### config.mk
export PLATFORM = sky130hd
export DESIGN_NAME = mcpu_program_loader
export DESIGN_NICKNAME = d
export VERILOG_FILES = /design/src/rtl/mcpu_program_loader.sv
export SDC_FILE = /design/constraint.sdc
export NUM_CORES = 1
export LEC_CHECK = 0
export ABC_AREA = 1
export CAP_MARGIN = 30
export CORE_MARGIN = 3
export CORE_UTILIZATION = 54
export DETAILED_ROUTE_END_ITERATION = 6
export HOLD_SLACK_MARGIN = 0.1
export PLACE_DENSITY = 0.8
export SLEW_MARGIN = 0
export SYNTH_ARGS = -nofsm -noshare
export SYNTH_HDL_FRONTEND = slang
export SYNTH_SLANG_ARGS = --single-unit
export TNS_END_PERCENT = 50
### constraint.sdc
create_clock -name clk -period 2.6 [get_ports clk]
set_clock_uncertainty 0.1 [all_clocks]
set_input_delay 0.52 -clock clk [delete_from_list [all_inputs] [get_ports clk]]
set_output_delay 0.52 -clock clk [all_outputs]
set_load 0.01 [all_outputs]
### src/rtl/mcpu_program_loader.sv
// Purpose: boot loader; packs a byte stream into 16-bit words, writes RAM from address 0, XOR-verifies, gates MCPU reset.
// Latency: one RAM write the cycle after each low byte; done/error/cpu_reset update the cycle after the checksum byte.
// Backpressure: in_ready is low in WRITE, DONE and ERR; a byte offered then is held by the source, not consumed.
module mcpu_program_loader #(
  parameter int WORD_SIZE = 16,
  parameter int ADDR_SIZE = 8,
  parameter int RAM_SIZE  = 256
) (
  input  logic                   clk,
  input  logic                   reset,
  input  logic [WORD_SIZE/2-1:0] in_data,
  input  logic                   in_valid,
  output logic                   in_ready,
  input  logic                   start,
  output logic                   mem_we,
  output logic [ADDR_SIZE-1:0]   mem_addr,
  output logic [WORD_SIZE-1:0]   mem_wdata,
  output logic                   cpu_reset,
  output logic                   done,
  output logic                   error,
  output logic [ADDR_SIZE:0]     words_loaded
);

  localparam int                 BYTE_W     = WORD_SIZE / 2;
  // A count byte of zero stands for a completely filled RAM.
  localparam logic [ADDR_SIZE:0] FULL_COUNT = (ADDR_SIZE + 1)'(RAM_SIZE);

  typedef enum logic [2:0] {
    S_COUNT, S_HI, S_LO, S_WRITE, S_CHECK, S_DONE, S_ERR
  } state_t;

  state_t               r_state;
  state_t               w_state_nxt;
  logic [ADDR_SIZE-1:0] r_count;
  logic [ADDR_SIZE-1:0] r_idx;
  logic [BYTE_W-1:0]    r_hi;
  logic [BYTE_W-1:0]    r_chk;
  logic [ADDR_SIZE:0]   r_words_loaded;
  logic                 r_mem_we;
  logic [ADDR_SIZE-1:0] r_mem_addr;
  logic [WORD_SIZE-1:0] r_mem_wdata;

  logic                 w_xfer;
  logic [ADDR_SIZE:0]   w_target;
  logic [ADDR_SIZE:0]   w_words_inc;

  assign w_xfer       = in_valid && in_ready;
  assign w_target     = (r_count == '0) ? FULL_COUNT : {1'b0, r_count};
  assign w_words_inc  = r_words_loaded + (ADDR_SIZE + 1)'(1);

  assign mem_we       = r_mem_we;
  assign mem_addr     = r_mem_addr;
  assign mem_wdata    = r_mem_wdata;
  assign words_loaded = r_words_loaded;

  // State register; reset lands in COUNT so the loader is ready for a fresh image.
  always_ff @(posedge clk or negedge reset) begin
    if (!reset) r_state <= S_COUNT;
    else        r_state <= w_state_nxt;
  end

  // Next-state: byte-driven walk through count, word pairs and checksum; start only leaves DONE/ERR.
  always_comb begin
    w_state_nxt = r_state;
    case (r_state)
      S_COUNT: if (w_xfer) w_state_nxt = S_HI;
      S_HI:    if (w_xfer) w_state_nxt = S_LO;
      S_LO:    if (w_xfer) w_state_nxt = S_WRITE;
      S_WRITE: w_state_nxt = (w_words_inc == w_target) ? S_CHECK : S_HI;
      S_CHECK: if (w_xfer) w_state_nxt = (in_data == r_chk) ? S_DONE : S_ERR;
      S_DONE:  if (start) w_state_nxt = S_COUNT;
      S_ERR:   if (start) w_state_nxt = S_COUNT;
      default: w_state_nxt = S_COUNT;
    endcase
  end

  // Outputs decoded from state so reset drives them without waiting for a clock edge.
  always_comb begin
    in_ready  = 1'b0;
    done      = 1'b0;
    error     = 1'b0;
    cpu_reset = 1'b1;
    case (r_state)
      S_COUNT, S_HI, S_LO, S_CHECK: in_ready = 1'b1;
      S_DONE: begin
        done      = 1'b1;
        cpu_reset = 1'b0;
      end
      S_ERR:   error = 1'b1;
      default: ;
    endcase
  end

  // Datapath: word assembly, running checksum, RAM write port and progress counters.
  always_ff @(posedge clk or negedge reset) begin
    if (!reset) begin
      r_count        <= '0;
      r_idx          <= '0;
      r_hi           <= '0;
      r_chk          <= '0;
      r_words_loaded <= '0;
      r_mem_we       <= 1'b0;
      r_mem_addr     <= '0;
      r_mem_wdata    <= '0;
    end else begin
      r_mem_we <= 1'b0;
      case (r_state)
        S_COUNT: if (w_xfer) begin
          r_count        <= in_data;
          r_idx          <= '0;
          r_chk          <= '0;
          r_words_loaded <= '0;
        end
        S_HI: if (w_xfer) begin
          r_hi  <= in_data;
          r_chk <= r_chk ^ in_data;
        end
        // The write is issued from a register so mem_we lands exactly in the WRITE cycle.
        S_LO: if (w_xfer) begin
          r_chk       <= r_chk ^ in_data;
          r_mem_we    <= 1'b1;
          r_mem_addr  <= r_idx;
          r_mem_wdata <= {r_hi, in_data};
        end
        S_WRITE: begin
          r_idx          <= r_idx + 1'b1;
          r_words_loaded <= w_words_inc;
        end
        S_DONE, S_ERR: if (start) r_words_loaded <= '0;
        default: ;
      endcase
    end
  end

endmodule

# Word-level counts from Yosys, hierarchy flattened
# Cells that the tools add are included.
# word_totals
input_bits	12
ff_bits	69
# classes
addsub	2
bitwise	1
n_eq_ne	14
n_reduce_logical	16
mux	22
# ops
cell	count
$pmux W8 S2	2
$mux W9	3
$pmux W9 S3	1
$mux W3	6
$pmux W3 S6	1
$mux W8	2
$add A9 B1 Y9 const B	1
$eq A3 B3 Y1 const B	3
$eq A9 B9 Y1	1
$add A8 B1 Y8 const B	1
$eq A8 B8 Y1	1
$logic_not A8 Y1	1
$ne A2 B2 Y1 const B	4
$reduce_and A2 Y1	4
$xor A8 B8 Y8	1
$eq A3 B2 Y1 const B	2
$mux W1	6
$reduce_and A3 Y1	2
$reduce_and A5 Y1	1
$ne A2 B1 Y1 const B	2
$reduce_bool A2 Y1	2
$reduce_or A2 Y1	2
$reduce_or A4 Y1	1
$eq A3 B1 Y1 const B	1
other kinds (4)	4

# Longest topological paths before layout
# depth
word_depth	6
ltp_mapped	13

# Least setup slack after synthesis
# Ideal clock, no wire load.
# synth_timing
kind	reg-to-reg
start	register r_state[0]
end	register r_idx[0]
path_slack_ns	0.670
setup_ns	0.136
arrival_time_ns	1.694
path_buffers	1
path_stages_with_launch	7
period_less_slack_ns	1.930
path_cell_list	dfrtp_1 -> fa_1 -> nor2_1 -> inv_1 -> clkbuf_1 -> o21ai_0 -> o21ai_0
# synth_via
elab_chain_cells	6
word_cells_on_any_way	12
classes_between	5 x eq/ne; 2 x mux; 5 x reduce/logical
# synth_lines
item	line	source
start: declaration	32	state_t r_state;
start signal: assignment	59	else r_state <= w_state_nxt;
$eq A3 B1 Y1 (tied with other cells)	83	case (r_state)
$reduce_or A4 Y1	83	
$mux W1	83	
$logic_and A1 B1 Y1	47	assign w_xfer = in_valid && in_ready;
$ne A2 B2 Y1 (no source line)	--	
$reduce_and A2 Y1 (no source line)	--	
end signal: assignment	126	r_idx <= r_idx + 1'b1;
end: declaration	35	logic [ADDR_SIZE-1:0] r_idx;
# Several ways; a longest one is shown, not always the timed one.
# A chain may end at the register's enable or synchronous reset.

# Final worst setup path
# layout_timing
start	register r_state[0]
end	output port in_ready
# layout_via
elab_chain_cells	3
word_cells_on_any_way	6
classes_between	3 x eq/ne; 1 x mux; 2 x reduce/logical
# layout_lines
item	line	source
$eq A3 B1 Y1 (tied with other cells)	83	
$reduce_or A4 Y1 *	83	
$mux W1 *	83	
end: declaration	13	output logic in_ready,
# Mark *: on every way between the ends. The rest lies on a longest branch, timed or not.

==> out/qor.json <==
{
  "final-setup-viol-count": {"value": 0},
  "die-width": {"value": 84.6, "unit": "um"},
  "final.period_utilization": {"value": 96.3, "unit": "%"},
  "place_congestion": {"value": 0.908},
  "grt-ovfl-total": {"value": 0},
  "crit_family": {"value": "buffers and inverters"},
  "buffers_from_clock_root_to_sink_at_most": {"value": 2},
  "number_of_antenna_violations_at_the_first_check_in_global_routing": {"value": 0},
  "cell_area_power_density": {"value": 1110, "unit": "mW/mm^2"},
  "run_status": {"value": "finished clean"},
  "post_drt_wl_per_cell": {"value": 13.9, "unit": "um"},
  "grtUsageTotal": {"value": 23.0, "unit": "%"},
  "port-buffer-count": {"value": 49},
  "cts.htree.levels": {"value": 3},
  "clkSlewWorstSetupHoldPaths": {"value": 80, "unit": "ps"},
  "route.antenna.remaining_nets": {"value": 0},
  "proportion_of_synthesized_chip_area_in_sequential_cells": {"value": 51.7, "unit": "%"},
  "p_leak": {"value": 1.96, "unit": "nW"},
  "synth_ff_type": {"value": "dfrtp_1"},
  "setup.worst_path.class": {"value": "reg2out"},
  "hpwl_after_detailed_placement": {"value": 5.63, "unit": "mm"},
  "startpoint_type": {"value": "flip-flop"},
  "final.setup.tns": {"value": 0, "unit": "ps"},
  "report.final.slew_viol_count": {"value": 0},
  "cp_max_fo": {"value": 7},
  "routed_via_density": {"value": 5.22},
  "numClockSinks": {"value": 69},
  "rsz_0062_raised_after_global_routing": {"value": "false"},
  "fin_hold_ws": {"value": 373, "unit": "ps"},
  "ys_ff_latch": {"value": 69},
  "die-height": {"value": 84.6, "unit": "um"},
  "yosys.area.top_type": {"value": "dfrtp_1"},
  "drt_first_iter_violations": {"value": 227},
  "worst_skew_pair.late_latency": {"value": 340, "unit": "ps"},
  "drtPass1Iterations": {"value": 7},
  "count_of_synthesis_stage_warnings_from_yosys": {"value": 0},
  "endpoint_kind": {"value": "output pin"},
  "timing.critical_path.slowest_stage_cell": {"value": "clkdlybuf4s50_1"},
  "number_of_global_route_vias_before_repair": {"value": 2902},
  "clock_tree_from_tritoncts": {"value": "built"},
  "synth.lib_cells_used.distinct": {"value": 29},
  "vias": {"value": 2877},
  "floorplan.rows": {"value": 28},
  "initial_utilization": {"value": 56.1, "unit": "%"},
  "cap_violations": {"value": 0},
  "ys_top_cells_by_area": {"value": "dfrtp_1 (52%), nand2_1 (14%), o21ai_0 (6.7%), inv_1 (5.3%), nand3_1 (3.7%)"},
  "synth_top_cell_area_share": {"value": 51.7, "unit": "%"},
  "layout.nets": {"value": 486},
  "grt_pass1_wl": {"value": 13.2, "unit": "mm"},
  "dieArea": {"value": 0.00716, "unit": "sq mm"},
  "path_cells": {"value": "fa_1 -> inv_1 -> clkdlybuf4s50_1"},
  "critPathRequiredTime": {"value": 1980, "unit": "ps"},
  "async_flop_share": {"value": 100, "unit": "%"},
  "worst_pin_slew": {"value": 604, "unit": "ps"},
  "timing_hold_violations_final": {"value": 0},
  "cts-root-buf": {"value": "clkbuf_8"},
  "coreArea": {"value": 0.00596, "unit": "sq mm"},
  "cts_buffers": {"value": 9},
  "flow.area_growth_from_synthesis": {"value": 24.7, "unit": "%"},
  "power.ir.vdd_worst": {"value": 0.606, "unit": "mV"},
  "min-delay-path-class": {"value": "reg2reg"},
  "num_io_pins": {"value": 50},
  "antenna_cells_inserted": {"value": 0},
  "slew_headroom": {"value": 59.6, "unit": "%"},
  "drive_gt1_share": {"value": 9.03, "unit": "%"},
  "maximum_clock_frequency": {"value": 0.399, "unit": "GHz"},
  "mappedNetlistArea": {"value": 0.00334, "unit": "sq mm"},
  "syn-instance-count": {"value": 414},
  "synth_enable_flop_cells": {"value": 0},
  "cp.arrival": {"value": 1880, "unit": "ps"},
  "largest_net_degree_at_the_start_of_global_routing": {"value": 70},
  "postSynthAreaPerCell": {"value": 8.06, "unit": "sq um"},
  "routed_wl": {"value": 7.66, "unit": "mm"},
  "final_period_minus_worst_setup_slack": {"value": 2500, "unit": "ps"},
  "critical_path_buf_inv_count": {"value": 2},
  "syn-num-nets": {"value": 429},
  "drt_drc_violations_left": {"value": 0},
  "cp_slowest_stage_delay": {"value": 530, "unit": "ps"}
}
-- layer usage --
layer  routed length [um]  part of all wire, %  track usage [%]
met5                    0                    0                0
met4                  148                  1.9             9.35
met3                  401                  5.2             5.20
met2                 3680                   48             37.7
met1                 3430                   45             29.8
-- final timing paths --
| check | start | to | slack (ps) | cells past startpoint |
|---|---|---|---|---|
| max | r_state[0]$_DFFE_PN0P_ | in_ready | 100 | 3 |
| max reg2reg | r_state[0]$_DFFE_PN0P_ | r_idx[5]$_DFFE_PN0P_ | 450 | 8 |
| max in group asynchronous | reset | r_state[2]$_DFFE_PN0P_ | 1480 | 3 |
| min reg2reg | mem_wdata[13]$_DFFE_PN0P_ | mem_wdata[13]$_DFFE_PN0P_ | 370 | 2 |
| min | mem_wdata[13]$_DFFE_PN0P_ | mem_wdata[13]$_DFFE_PN0P_ | 370 | 2 |
| min in group asynchronous | reset | r_state[0]$_DFFE_PN0P_ | 620 | 3 |
-- Yosys cell counts (2+ instances only) --
master,number
inv_2,6
nand2_1,124
o21ai_1,22
xnor2_1,4
nor2_2,4
inv_1,47
ha_1,2
nand3_1,25
xor2_1,4
dfrtp_1,69
buf_2,5
o21ai_0,45
nor2_1,27
nand2_2,2
nor2_4,3
clkbuf_1,2
o21ai_2,2
nor3_1,4
o22ai_1,6
nand3_2,2
-- logic make-up after synthesis --
group,share of synthesized area [%]
and+or+nand+nor,25.4
AOI/OAI and AO/OA,12.3
DFF,51.7
buffers and inverters,7.12
xor gates and xnor gates,2.10
adders and majority gates,1.35
-- placed cells by master (no fill, tap or decap), drive strengths merged --
cell and count:
inv 56, and2 1, xor2 4, dlygate4sd3 1
nand2 127, o22ai 6, nand3 27, clkinv 1
buf 4, nor3 4, clkdlybuf4s50 48, ha 2
bufinv 2, a21oi 2, nor2 35, clkbuf 10
clkinvlp 1, fa 1, xnor2 4, nand4 1
o21a 1, o21ai 69, dfrtp 69
-- registers in the layout, summed over array words and instances, names as in the netlist --
register	flops
mem_wdata	16
words_loaded	9
mem_addr	8
r_chk	8
r_count	8
r_hi	8
r_idx	8
r_state	3
mem_we	1
-- metrics by stage --
stage	cells	power [mW]	utilization (%)	instance area [sq um]	setup slack, ps
2_1_floorplan	414	2.92	-	3340	670
3_3_place_gp	534	3.56	65.8	3920	434
3_5_place_dp	534	3.63	65.8	3920	348
4_1_cts	550	4.65	69.7	4150	71.5
5_1_grt	551	4.97	69.9	4160	8.31
6_report	551	4.63	69.9	4160	95.4
-- final cells by class --
cell class | count | area (sq um)
fillers | 493 | 1790
flip-flops and latches | 69 | 1730
multi-input cells | 284 | 1370
repair buffers | 53 | 531
inverters | 54 | 205
clock buffers | 10 | 138
clock inverters | 6 | 93.8
well taps | 75 | 93.8
-- worst min-delay path, delay by kind of cell, from the launching register on --
family,cells,cell delay [ps]
flip-flops,1,350
AND/OR/NAND/NOR,2,90
-- report_power, final --
| part | leakage [nW] | total, mW | switching, mW | internal, mW |
|---|---|---|---|---|
| Sequential | 0.898 | 1.75 | 0.279 | 1.47 |
| Clock | 0.113 | 1.00 | 0.428 | 0.575 |
| Combinational | 0.951 | 1.88 | 1.09 | 0.782 |
| Total | 1.96 | 4.63 | 1.80 | 2.83 |
-- repair_timing --
action / CTS / global route
hold buffers: 0 / 1
buffers inserted: 0 / 0
endpoints found under the hold margin: 0 / 3
gates resized for setup: 0 / 0
Power figures use the tool's default switching activity.
